**src/rtl/prco_lsu_wb.sv**
```systemverilog
// prco_lsu_wb: load/store and writeback stage of the PRCO core.
// It takes the ALU's registered result and does one of three things:
// a register-file write, a handshaked RAM load/store, or a PC redirect.
// A one-cycle q_done marks commit. q_busy holds off issue while a RAM
// access is outstanding.
module prco_lsu_wb #(
  parameter int unsigned REG_AW  = 3,
  parameter int unsigned TIMEOUT = 255
) (
  input  logic              i_clk,
  input  logic              i_rst_n,
  input  logic              i_ce_reg,
  input  logic              i_ce_ram,
  input  logic              i_should_branch,
  input  logic [4:0]        i_op,
  input  logic [15:0]       i_result,
  input  logic [15:0]       i_store_data,
  input  logic [REG_AW-1:0] i_rd,
  output logic              q_ram_req,
  output logic              q_ram_we,
  output logic [15:0]       q_ram_addr,
  output logic [15:0]       q_ram_wdata,
  input  logic              i_ram_ack,
  input  logic [15:0]       i_ram_rdata,
  output logic              q_reg_we,
  output logic [REG_AW-1:0] q_reg_waddr,
  output logic [15:0]       q_reg_wdata,
  output logic              q_pc_load,
  output logic [15:0]       q_pc_target,
  output logic              q_done,
  output logic              q_busy,
  output logic              q_err
);

  // Opcode encodings shared with the decoder.
  localparam logic [4:0] OP_NOP   = 5'h00;
  localparam logic [4:0] OP_CMP   = 5'h03;
  localparam logic [4:0] OP_LW    = 5'h08;
  localparam logic [4:0] OP_SW    = 5'h09;
  localparam logic [4:0] OP_JMP   = 5'h0A;
  localparam logic [4:0] OP_WRITE = 5'h0B;

  // The counter counts waiting edges after the request was raised.
  // Expiry at TIMEOUT-1 keeps the request up for exactly TIMEOUT cycles.
  localparam logic [7:0] CNT_LAST = 8'(TIMEOUT - 1);

  typedef enum logic {
    S_IDLE,
    S_MEM
  } state_t;

  state_t             state;
  logic [7:0]         count;
  logic [REG_AW-1:0]  mem_rd;
  logic               no_wb;

  // These opcodes commit without writing the register file.
  always_comb begin
    no_wb = (i_op == OP_CMP) || (i_op == OP_NOP) || (i_op == OP_WRITE);
  end

  assign q_busy = (state == S_MEM);

  // Sequencing of the register/branch path and the RAM handshake.
  always_ff @(posedge i_clk or negedge i_rst_n) begin
    if (!i_rst_n) begin
      state       <= S_IDLE;
      count       <= '0;
      mem_rd      <= '0;
      q_ram_req   <= 1'b0;
      q_ram_we    <= 1'b0;
      q_ram_addr  <= '0;
      q_ram_wdata <= '0;
      q_reg_we    <= 1'b0;
      q_reg_waddr <= '0;
      q_reg_wdata <= '0;
      q_pc_load   <= 1'b0;
      q_pc_target <= '0;
      q_done      <= 1'b0;
      q_err       <= 1'b0;
    end else begin
      q_reg_we  <= 1'b0;
      q_pc_load <= 1'b0;
      q_done    <= 1'b0;
      if (state == S_IDLE) begin
        if (i_ce_ram) begin
          // RAM path has priority over a simultaneous register-path enable.
          q_ram_addr  <= i_result;
          q_ram_wdata <= i_store_data;
          q_ram_we    <= (i_op == OP_SW);
          mem_rd      <= i_rd;
          q_ram_req   <= 1'b1;
          count       <= '0;
          state       <= S_MEM;
          if (i_ce_reg) begin
            q_err <= 1'b1;
          end
        end else if (i_ce_reg) begin
          q_done <= 1'b1;
          if (i_op == OP_JMP) begin
            if (i_should_branch) begin
              q_pc_load   <= 1'b1;
              q_pc_target <= i_result;
            end
          end else if (!no_wb) begin
            q_reg_we    <= 1'b1;
            q_reg_waddr <= i_rd;
            q_reg_wdata <= i_result;
          end
        end
      end else begin
        if (i_ce_reg || i_ce_ram) begin
          q_err <= 1'b1;
        end
        if (i_ram_ack) begin
          q_ram_req <= 1'b0;
          q_done    <= 1'b1;
          state     <= S_IDLE;
          if (!q_ram_we) begin
            q_reg_we    <= 1'b1;
            q_reg_waddr <= mem_rd;
            q_reg_wdata <= i_ram_rdata;
          end
        end else if (count == CNT_LAST) begin
          q_ram_req <= 1'b0;
          q_done    <= 1'b1;
          q_err     <= 1'b1;
          state     <= S_IDLE;
        end else begin
          count <= count + 8'd1;
        end
      end
    end
  end

endmodule

```
**config.mk**
```make
export PLATFORM = sky130hd
export DESIGN_NAME = prco_lsu_wb
export DESIGN_NICKNAME = d
export VERILOG_FILES = /design/src/rtl/prco_lsu_wb.sv
export SDC_FILE = /design/constraint.sdc
export NUM_CORES = 1
export LEC_CHECK = 0
export CORE_MARGIN = 2
export CORE_UTILIZATION = 48
export CTS_CLUSTER_DIAMETER = 60
export DETAILED_ROUTE_END_ITERATION = 8
export GPL_TIMING_DRIVEN = 0
export HOLD_SLACK_MARGIN = 0.12
export PLACE_DENSITY = 0.92
export RECOVER_POWER = 50
export SLEW_MARGIN = 25
export SYNTH_ARGS = -nofsm -noshare
export SYNTH_HDL_FRONTEND = slang
export SYNTH_SLANG_ARGS = --single-unit
```
**constraint.sdc**
```tcl
create_clock -name i_clk -period 4.3 [get_ports i_clk]
set_input_delay 0.43 -clock i_clk [delete_from_list [all_inputs] [get_ports i_clk]]
set_output_delay 0.43 -clock i_clk [all_outputs]
set_load 0.01 [all_outputs]
```
Word-level counts from Yosys, hierarchy flattened
Cells that the tools add are included.
{"block": "classes", "addsub": 1, "n_eq_ne": 13, "n_mux": 49, "n_bitwise": 2, "n_reduce_logical": 12}
{"operator": "$mux W16", "count": 7}
{"operator": "$mux W8", "count": 4}
{"operator": "$mux W1", "count": 31}
{"operator": "$mux W3", "count": 7}
{"operator": "$eq A5 B4 Y1 const B", "count": 3}
{"operator": "$ne A2 B2 Y1 const B", "count": 6}
{"operator": "$add A8 B1 Y8 const B", "count": 1}
{"operator": "$eq A8 B8 Y1 const B", "count": 1}
{"operator": "$reduce_and A2 Y1", "count": 3}
{"operator": "$reduce_and A6 Y1", "count": 1}
{"operator": "$eq A5 B2 Y1 const B", "count": 1}
{"operator": "$logic_not A5 Y1", "count": 1}
{"operator": "$reduce_and A5 Y1", "count": 1}
{"operator": "$reduce_bool A2 Y1", "count": 2}
{"operator": "$logic_or A1 B1 Y1", "count": 3}
{"operator": "$ne A3 B2 Y1 const B", "count": 1}
{"operator": "$reduce_and A3 Y1", "count": 1}
{"operator": "$ne A2 B1 Y1 const B", "count": 1}
{"operator": "$not A1 Y1", "count": 2}
{"block": "word_totals", "ff_bits": 85, "elab_cells": 91}

Longest topological paths before layout
Gate-level depths: netlist of run 1.
{"block": "depth", "depth_word": 8, "depth_mapped": 6, "depth_no_buf": 6}

Least setup slack after synthesis of run 1
Ideal clock, no wire load.
{"block": "synth_timing", "path_type": "register to register", "startpoint": "reg state (netlist: q_busy)", "endpoint": "reg q_pc_target[10]", "arrival_ps": 1560, "setup_slack_ps": 2615, "stages_incl_launch_ff": 7, "n_path_buf": 2, "period_less_slack_ps": 1685, "path_cell_list": "dfrtp_1 buf_6 nor2_4 nand2_2 nor3_4 buf_6 mux2_4"}
{"block": "synth_via", "elab_chain_len": 2}
{"item": "from (decl)", "line_no": "52", "source": "state_t state;"}
{"item": "from (signal assigned)", "line_no": "67", "source": "state <= S_IDLE;"}
{"item": "from (signal assigned)", "line_no": "94", "source": "state <= S_MEM;"}
{"item": "from (signal assigned)", "line_no": "118", "source": "state <= S_IDLE;"}
{"item": "$not A1 Y1 (no source line)"}
{"item": "$reduce_and A5 Y1 (no source line)"}
{"item": "to (signal assigned)", "line_no": "103", "source": "q_pc_target <= i_result;"}
{"item": "to (decl)", "line_no": "29", "source": "output logic [15:0] q_pc_target,"}
No other way between the ends.
A chain may end at the register's enable or synchronous reset.

Worst setup path in the final report of run 1
{"block": "layout_timing", "startpoint": "in i_ce_ram", "endpoint": "reg q_pc_target[12]"}
{"block": "layout_via", "elab_chain_len": 2}
{"item": "from (decl)", "line_no": "13", "source": "input logic i_ce_ram,"}
{"item": "$not A1 Y1 (no source line)"}
{"item": "$reduce_and A5 Y1 (no source line)"}
No other way between the ends.

==> flow_metrics.py, run 1 <==
metrics = {
    "power": {
        "static-leakage-power_nw": 2.487,
        "power_density_nw_per_um2": 418.0,
        "p_total_mw": 2.243,
        "peakVddDrop_mv": 0.2085,
    },
    "worst_setup_path": {
        "worst_ep_required_time_ps": 4510,
        "crit_family": "buffers and inverters",
        "critical_path.slowest_cell": "dlygate4sd3_1",
        "start_kind": "primary input",
        "crit_fanout": 10,
        "critPathKind": "primary input to flip-flop",
        "worstPathCellList": "dlygate4sd3_1 -> nor2_4 -> nand2_2 -> nor3_4 -> buf_6 -> mux2_4",
        "endpoint_kind": "flip-flop",
        "arrival_ps": 2330,
        "timing.critical_path.buf_inv": 2,
        "cpPeakStageDelay_ps": 640,
    },
    "routing": {
        "wl_per_cell_um": 15.93,
        "vias": 2913,
        "drc_errors": 0,
        "ant_nets": 0,
        "routed_wl_um": 9176,
        "viasPerCell": 5.057,
        "drt_first_pass_iters": 4,
        "first_iter_violations": 240,
    },
    "synth": {
        "synthMuxAreaShare_pct": 19.35,
        "yosys-top-cells-area": "dfrtp_1 (57%), mux2_4 (12%), nand2_1 (12%)",
        "ys_seq_elements": 85,
        "syn_nets": 384,
        "netlist_instances": 320,
        "synth_enable_flop_cells": 0,
        "synth_top_area_share_pct": 57.39,
        "synth_compound_area_share_pct": 4.220,
        "synth_cell_type_count": 35,
        "synth_top_family_by_area": "multiplexers",
        "yosys.area_share.simple_pct": 15.77,
        "synth_xor_area_share_pct": 0,
        "synth-seq-area-share_pct": 57.39,
        "syn-cell-area_um2": 3706,
        "ys_dominant_reg_cell": "dfrtp_1",
        "synth_fa_ha_area_share_pct": 0.6752,
        "avgSynthCellArea_um2": 11.58,
        "synth_top_area_cell": "dfrtp_1",
        "ys_warn_count": 0,
        "async_flop_share_pct": 100.0,
    },
    "min_path": {
        "hold_path_class": "flip-flop to flip-flop",
    },
    "global_routing": {
        "grt_first_pass_wirelength_um": 15000,
        "antenna_found_initial": 0,
        "met3_usage_pct": 6.491,
        "gr-usage-all-layers_pct": 22.74,
        "grt-ovfl-total": 0,
        "grt_max_degree": 50,
        "first_global_vias": 3072,
        "grt.busiest_layer": "met2",
        "grt_util_met2_pct": 37.56,
        "globalRouteMet1Util_pct": 28.18,
    },
    "clock_network": {
        "clk_latency_ps": 340,
        "cts_resized": 0,
        "clockBufferDepth": 2,
        "cts.sinks": 85,
        "htree_levels": 3,
        "post_cts_buffers": 0,
        "hold_buffers": 1,
        "cts_root_buffer": "clkbuf_8",
        "cts_tree": "built",
        "cts_inserted_buffers": 9,
        "clk_pin_slew_worst_paths_ps": 80,
    },
    "sta": {
        "max-slew-margin-rel_pct": 56.94,
        "period_needed_ps": 2117,
        "worst_slew_pin_slew_ps": 645.9,
        "fin_crit_sh_pct": 49.24,
        "clock_skew_ps": 10.41,
        "rsz0062_at_grt": "false",
        "fmax_mhz": 472.3,
        "hold_ws_ps": 478.8,
        "setup_violations": 0,
        "slew_viol_final": 0,
        "final_hold_viol_count": 0,
    },
    "place": {
        "gp_congestion": 0.8873,
        "dpl_cell_area_um2": 5202,
        "placed_cells": 558,
        "io_buffers": 135,
        "dp_hpwl_um": 6803,
    },
    "cells_and_area": {
        "multi_input_area_um2": 1483,
        "seq_area_um2": 2127,
        "drive_above_1_share_pct": 16.70,
        "syn_to_final_growth_pct": 44.80,
        "final_cell_mix": "nand2_1 (116), clkdlybuf4s50_1 (107), dfrtp_1 (85)",
        "layout.cells.non_filler": 576,
        "stdcell_area_um2": 5366,
        "final_common_cell": "nand2_1",
        "fillers": 553,
        "fin_nets": 532,
    },
    "die": {
        "die_x_um": 91.87,
        "num_io_pins": 136,
        "start_util_pct": 48.72,
        "core_um2": 7607,
        "die_h_um": 91.87,
        "die_area_um2": 8440,
        "num_rows": 32,
    },
    "run": {
        "maxCapViolCount": 0,
    },
    "outcome": {
        "status": "finished clean",
    },
}
synth_stat cells (2+ instances only):
cell type,number
nand2_1,116
dfrtp_1,85
mux2_4,29
mux2_2,25
o21ai_0,9
clkbuf_1,7
nand3_1,6
buf_6,4
a21oi_1,3
nor3_1,3
buf_1,2
buf_2,2
ha_1,2
inv_1,2
nor2_1,2
o211ai_1,2
o21bai_1,2
or3_1,2
cell families (layout without fill, tap and decap cells):
logic type	Yosys count	count (layout)
AND/OR/NAND/NOR	139	139
adder cells (fa/ha/maj)	2	2
multiplexers	54	54
flip-flops	85	85
AO/OA/AOI/OAI	23	23
buffers and inverters	17	170
other	0	1
report_power, final:
| group | switching [mW] | internal, mW | leakage [nW] | total [mW] |
|---|---|---|---|---|
| sequential | 0.0909 | 0.950 | 1.07 | 1.04 |
| combinational | 0.296 | 0.436 | 1.34 | 0.732 |
| clock | 0.262 | 0.209 | 0.0764 | 0.470 |
| total | 0.648 | 1.59 | 2.49 | 2.24 |
routing by layer:
layer  up-vias  part of all wire (%)
li1       1358                     -
met1      1414                    40
met2       119                    49
met3        22                   7.7
met4         0                   2.6
met5         -                     0
tightest hold or removal path: cells and delay by family, from the launching register on:
family           cells  cell delay (ps)
DFF                  1              350
and+or+nand+nor      2              100
flip-flops by register name (all words and copies together), names as in the netlist:
name and count:
q_done 1, q_ram_addr 16, q_busy 1, q_reg_waddr 3, q_err 1, q_ram_we 1, q_ram_req 1, q_pc_load 1
q_pc_target 16, q_reg_we 1, count 8, mem_rd 3, q_ram_wdata 16, q_reg_wdata 16
layout make-up:
class	instances	share of cell area, %
flip-flops and latches	85	39.64
plain buffers	15	1.492
clock inverters	4	0.4663
diodes	1	0.04663
inverters	2	0.1399
clock buffers	12	2.518
multi-input cells	218	27.63
repair buffers	137	25.69
well taps	102	2.378
metrics by stage:
step | util, % | setup slack (ps) | setup TNS (ps)
after floorplan | - | 2615 | 0
after global placement | 68.16 | -117.0 | -9454
after detailed placement | 68.39 | 1939 | 0
after CTS | 70.63 | 2280 | 0
after global routing | 70.51 | 2117 | 0
final | 70.54 | 2183 | 0
path summary, 6_finish.rpt:
check | startpoint | end | slack, ps | depth (start not counted)
worst max register to register | q_busy | q_reg_wdata[13] | 2280 | 4
worst max-delay path | i_ce_ram | q_pc_target[12] | 2180 | 6
max in group asynchronous | i_rst_n | q_ram_wdata[15] | 3020 | 3
worst min-delay path | mem_rd[2] | mem_rd[2] | 480 | 2
worst min register to register | mem_rd[2] | mem_rd[2] | 480 | 2
min in group asynchronous | i_rst_n | q_ram_wdata[2] | 650 | 2
Power figures use the tool's default switching activity.
==> run 2, diff against run 1 <==
CORE_UTILIZATION = 45   (was 48)
PLACE_DENSITY = 0.88   (was 0.92)
clock period = 2.2 ns   (was 4.3 ns; I/O delays follow)
==> flow_metrics.py, run 2 (synthesized netlist as in run 1, its figures left out) <==
metrics = {
    "cells_and_area": {
        "diodes": 0,
        "fillers": 646,
        "layout.cells.non_filler": 578,
        "final_cell_mix": "nand2_1 (117), clkdlybuf4s50_1 (101), dfrtp_1 (85)",
        "multi_input_area_um2": 1474,
        "syn_to_final_growth_pct": 45.85,
        "final_common_cell": "nand2_1",
        "drive_above_1_share_pct": 16.70,
        "seq_area_um2": 2127,
        "fin_nets": 532,
        "stdcell_area_um2": 5405,
    },
    "die": {
        "num_io_pins": 136,
        "die_x_um": 94.75,
        "start_util_pct": 45.79,
        "die_area_um2": 8978,
        "core_um2": 8093,
        "die_h_um": 94.75,
        "num_rows": 33,
    },
    "run": {
        "maxCapViolCount": 0,
    },
    "place": {
        "gp_congestion": 0.7699,
        "placed_cells": 561,
        "io_buffers": 135,
        "dp_hpwl_um": 6973,
        "dpl_cell_area_um2": 5214,
    },
    "routing": {
        "met2WireLength_um": 4722,
        "wl_per_cell_um": 16.18,
        "drt_first_pass_iters": 5,
        "first_iter_violations": 72,
        "met3_length_um": 639,
        "met1_length_um": 3932,
        "highest_layer": "met4",
        "viasPerCell": 4.971,
        "drc_errors": 0,
        "ant_nets": 0,
        "routed_wl_um": 9353,
        "vias": 2873,
    },
    "sta": {
        "max-slew-margin-rel_pct": 35.15,
        "fmax_mhz": 516.9,
        "clock_skew_ps": 12.64,
        "period_needed_ps": 1935,
        "rsz0062_at_grt": "false",
        "hold_ws_ps": 396.5,
        "setup_violations": 0,
        "fin_crit_sh_pct": 87.94,
        "worst_slew_pin_slew_ps": 972.7,
        "slew_viol_final": 0,
        "final_hold_viol_count": 0,
    },
    "worst_setup_path": {
        "timing.critical_path.buf_inv": 2,
        "cpPeakStageDelay_ps": 460,
        "start_kind": "flip-flop",
        "startpoint": "q_busy",
        "critPathKind": "flip-flop to flip-flop",
        "endpoint_kind": "flip-flop",
        "worstPathCellList": "buf_6 -> nor2_4 -> nand2_1 -> nor3_4 -> buf_6 -> mux2_4",
        "critical_path.slowest_cell": "nor3_4",
        "crit_family": "simple AND/OR/NAND/NOR gates",
        "crit-reg2reg-launch": "q_busy",
        "arrival_ps": 2160,
        "critical_path.most_common_cell": "buf_6",
        "worst_ep_required_time_ps": 2430,
        "crit_fanout": 10,
    },
    "clock_network": {
        "cts_tree": "built",
        "clk_pin_slew_worst_paths_ps": 80,
        "cts_inserted_buffers": 9,
        "cts_root_buffer": "clkbuf_8",
        "cts_resized": 0,
        "cts.sinks": 85,
        "clk_latency_ps": 350,
        "clockBufferDepth": 2,
        "post_cts_buffers": 0,
        "htree_levels": 3,
        "hold_buffers": 1,
    },
    "power": {
        "clock_power_share_pct": 24.1,
        "seq_power_share_pct": 44.4,
        "power.internal_mw": 3.268,
        "swShare_pct": 28.54,
        "power_density_nw_per_um2": 846.1,
        "p_total_mw": 4.573,
        "static-leakage-power_nw": 2.535,
        "peakVddDrop_mv": 0.4520,
        "net-switching-power_mw": 1.305,
        "pwr-share-comb_pct": 31.5,
    },
    "min_path": {
        "hold_path_class": "primary input to flip-flop",
        "hold_path_startpoint": "i_store_data[8]",
    },
    "global_routing": {
        "antenna_found_initial": 0,
        "grt-ovfl-total": 0,
        "gr-usage-all-layers_pct": 21.78,
        "grt_first_pass_wirelength_um": 15030,
        "first_global_vias": 3005,
        "grt_max_degree": 48,
    },
    "outcome": {
        "status": "finished clean",
    },
}
## run 2: changes by cell type in the layout (fill, tap and decap cells not counted), sizes merged
cell and change:
buf +1, bufinv +1, clkinv -1, dlygate4sd3 +6, clkinvlp -2, inv +1
diode -1, clkdlybuf4s50 -6
## run 2: worst register-to-register path, stage by stage (launching register included)
cell	delay, ps
dfrtp_1	400
buf_6	140
nor2_4	90
nand2_1	170
nor3_4	460
buf_6	250
mux2_4	320
## run 2: layer usage
layer	vias up	GRT usage, %
met5	-	0
met4	0	4.952
met3	8	6.704
met2	90	36.58
met1	1404	27.76
li1	1371	-
## run 2: final cells by class
| type | count | area share [%] |
|---|---|---|
| well taps | 105 | 2.431 |
| plain buffers | 15 | 1.644 |
| inverters | 2 | 0.1389 |
| clock inverters | 3 | 0.8102 |
| repair buffers | 137 | 25.60 |
| flip-flops and latches | 85 | 39.35 |
| clock buffers | 13 | 2.755 |
| multi-input cells | 218 | 27.27 |
## run 2: power by group through the flow
stage | clock network [mW] | logic, mW | registers (mW)
global route | 1.21 | 1.55 | 2.07
floorplan | 0 | 0.522 | 2.17
CTS | 1.12 | 1.50 | 2.04
detailed placement | 0 | 1.49 | 2.06
finish | 1.10 | 1.44 | 2.03
global placement | 0 | 1.44 | 2.04
## run 2: worst paths after layout
check | endpoint | slack [ps] | depth (start not counted)
max | q_pc_target[13] | 270 | 6
min | q_ram_wdata[8] | 400 | 3
max reg2reg | q_pc_target[13] | 270 | 6
min reg2reg | q_ram_wdata[12] | 480 | 2
max in group asynchronous | q_ram_addr[1] | 880 | 3
min in group asynchronous | q_reg_wdata[13] | 560 | 2
## run 2: through the flow
stage / setup slack (ps) / setup TNS, ps / util (%)
6_report: 265.4 / 0 / 66.79
5_1_grt: 162.1 / 0 / 66.79
4_1_cts: 299.5 / 0 / 66.93
3_5_place_dp: 76.17 / 0 / 64.42
3_3_place_gp: -2068 / -175440 / 64.12
2_1_floorplan: 514.9 / 0 / -
==> run 3, diff against run 2 <==
ABC_AREA = 1   (was not set)
MAX_ROUTING_LAYER = met4   (was not set)
PLACE_DENSITY = 0.87   (was 0.88)
==> flow_metrics.py, run 3 <==
metrics = {
    "outcome": {
        "status": "finished clean",
    },
    "routing": {
        "wl_per_cell_um": 14.79,
        "drt_first_pass_iters": 5,
        "first_iter_violations": 272,
        "routed_wl_um": 10230,
        "drc_errors": 0,
        "vias": 3552,
        "viasPerCell": 5.133,
        "ant_nets": 0,
    },
    "sta": {
        "clock_skew_ps": 12.23,
        "setup_violations": 0,
        "fin_crit_sh_pct": 81.96,
        "rsz0062_at_grt": "false",
        "setup_ws_ps": 397.0,
        "worst_slew_pin_slew_ps": 1097,
        "setup_tns_ps": 0,
        "final_hold_viol_count": 0,
        "fmax_mhz": 554.6,
        "period_needed_ps": 1803,
        "slew_viol_final": 0,
        "max-slew-margin-rel_pct": 26.89,
    },
    "die": {
        "start_util_pct": 46.79,
        "die_x_um": 96.66,
        "die_area_um2": 9343,
        "core_um2": 8258,
        "num_io_pins": 136,
        "num_rows": 33,
        "die_h_um": 96.66,
    },
    "worst_setup_path": {
        "crit_fanout": 10,
        "timing.critical_path.buf_inv": 2,
        "start_kind": "flip-flop",
        "worstPathCellList": "inv_1 -> nand2_1 -> nor3_1 -> nand2_4 -> clkbuf_2 -> nand2_1 -> o21ai_2",
        "endpoint_kind": "flip-flop",
        "cpPeakStageDelay_ps": 430,
        "critical_path.slowest_cell": "dfrtp_1",
        "critical_path.most_common_cell": "nand2_1",
        "arrival_ps": 2050,
        "crit_family": "simple AND/OR/NAND/NOR gates",
        "critPathKind": "flip-flop to flip-flop",
        "worst_ep_required_time_ps": 2450,
    },
    "synth": {
        "synthMuxAreaShare_pct": 0,
        "async_flop_share_pct": 100.0,
        "syn-cell-area_um2": 3864,
        "ys_seq_elements": 85,
        "synth-seq-area-share_pct": 55.05,
        "yosys.area_share.simple_pct": 26.30,
        "syn_nets": 499,
        "ys_dominant_reg_cell": "dfrtp_1",
        "synth.most_common_cell": "nand2_1",
        "yosys-top-cells-area": "dfrtp_1 (55%), nand2_1 (16%), o21ai_0 (5.3%)",
        "synth_enable_flop_cells": 0,
        "ys_top_cells_by_count": "nand2_1 (164), dfrtp_1 (85), o21ai_0 (41)",
        "synth_fa_ha_area_share_pct": 0.6477,
        "synth_top_area_share_pct": 55.05,
        "ys_warn_count": 0,
        "netlist_instances": 435,
        "synth_xor_area_share_pct": 0.6801,
        "synth_top_area_cell": "dfrtp_1",
        "avgSynthCellArea_um2": 8.882,
        "synth_top_family_by_area": "simple AND/OR/NAND/NOR gates",
        "synth_cell_type_count": 29,
        "synth_compound_area_share_pct": 9.780,
    },
    "power": {
        "power_density_nw_per_um2": 826.4,
        "swShare_pct": 29.99,
        "net-switching-power_mw": 1.370,
        "power.internal_mw": 3.199,
        "clock_power_share_pct": 26.2,
        "static-leakage-power_nw": 2.628,
        "seq_power_share_pct": 44.1,
        "pwr-share-comb_pct": 29.7,
        "peakVddDrop_mv": 0.4043,
    },
    "global_routing": {
        "grt_util_met2_pct": 37.71,
        "met3_usage_pct": 5.491,
        "grt-ovfl-total": 0,
        "gr-usage-all-layers_pct": 23.14,
        "globalRouteMet1Util_pct": 29.49,
        "grt_first_pass_wirelength_um": 17070,
        "grt.busiest_layer": "met2",
        "antenna_found_initial": 0,
        "grt_max_degree": 44,
        "first_global_vias": 3507,
    },
    "place": {
        "io_buffers": 135,
        "post-place-ws_ps": 586.9,
        "gp_congestion": 0.8383,
        "dp_hpwl_um": 7770,
        "dpl_cell_area_um2": 5364,
    },
    "run": {
        "maxCapViolCount": 0,
    },
    "clock_network": {
        "post_cts_buffers": 0,
        "cts_tree": "built",
        "clockBufferDepth": 2,
        "cts.sinks": 85,
        "clk_latency_ps": 350,
        "clk_pin_slew_worst_paths_ps": 80,
        "cts_root_buffer": "clkbuf_8",
        "htree_levels": 3,
        "cts_inserted_buffers": 9,
    },
    "cells_and_area": {
        "final_common_cell": "nand2_1",
        "stdcell_area_um2": 5529,
        "final_cell_mix": "nand2_1 (167), clkdlybuf4s50_1 (134), dfrtp_1 (85)",
        "multi_input_area_um2": 1413,
        "fillers": 647,
        "syn_to_final_growth_pct": 43.10,
        "diodes": 0,
        "seq_area_um2": 2127,
        "drive_above_1_share_pct": 11.07,
        "fin_nets": 647,
    },
    "min_path": {
        "hold_path_class": "primary input to flip-flop",
    },
}
[run 3: cell count changes in the layout (fill, tap and decap cells not counted), moves of 4 or more]
cell and change:
o21ai_2 +15, nand2_2 +7, clkdlybuf4s50_1 +33, buf_2 +4, mux2_4 -29, mux2_2 -25, clkbuf_1 -4, nand2_1 +50
inv_1 +29, nor2_1 +9, nand3_1 +25, dlygate4sd3_1 -33, o21ai_0 +35
[run 3: power by group through the flow]
stage	combinational, mW	sequential (mW)	clock [mW]
4_1_cts	1.39	2.01	1.21
5_1_grt	1.48	2.05	1.28
3_5_place_dp	1.38	2.04	0
3_3_place_gp	1.35	2.03	0
2_1_floorplan	0.454	2.14	0
6_report	1.36	2.02	1.19
[run 3: cell families (layout without fill, tap and decap cells)]
group                    after synthesis  count (layout)
XOR/XNOR                               3               3
AO/OA/AOI/OAI                         63              63
flip-flops                            85              85
adder cells (fa/ha/maj)                2               2
AND/OR/NAND/NOR                      228             228
buffers and inverters                 54             206
[run 3: repair_timing]
| action | 4_1_cts | 5_1_grt |
|---|---|---|
| resized for setup | 0 | 0 |
| hold buffers | 1 | 0 |
| endpoints found under the hold margin | 42 | 0 |
[run 3: final timing paths]
| path | startpoint | endpoint | slack, ps | cells after the start |
|---|---|---|---|---|
| min in group asynchronous | i_rst_n | q_pc_target[3] | 600 | 2 |
| worst min register to register | q_ram_wdata[8] | q_ram_wdata[8] | 480 | 2 |
| max in group asynchronous | i_rst_n | q_ram_wdata[13] | 810 | 3 |
| worst min-delay path | i_store_data[12] | q_ram_wdata[12] | 400 | 3 |
| worst max-delay path | q_busy | q_pc_target[14] | 400 | 7 |
| worst max register to register | q_busy | q_pc_target[14] | 400 | 7 |
[run 3: layout make-up]
class / count / area share [%]
flip-flops and latches: 85 / 38.47
repair buffers: 137 / 24.89
inverters: 33 / 2.286
clock inverters: 6 / 1.584
plain buffers: 21 / 2.602
clock buffers: 9 / 2.240
well taps: 105 / 2.376
multi-input cells: 296 / 25.55
[run 3: tightest hold or removal path, stage by stage]
cell             delay, ps
clkdlybuf4s50_1        390
nand2_1                 60
nand2_1                 50
[run 3: through the flow]
step	hold WS (ps)	power (mW)	cells	utilization, %
floorplan	-75.59	2.593	435	-
global placement	455.4	3.373	675	64.74
detailed placement	251.1	3.422	676	64.95
CTS	389.9	4.607	692	67.64
global route	400.1	4.803	692	66.95
finish	397.7	4.569	692	66.95
[run 3: per-layer routing]
layer	wire [um]	share of wire (%)
met2	4998	49
met1	4352	43
met5	0	0
met3	774	7.6
met4	108	1.1
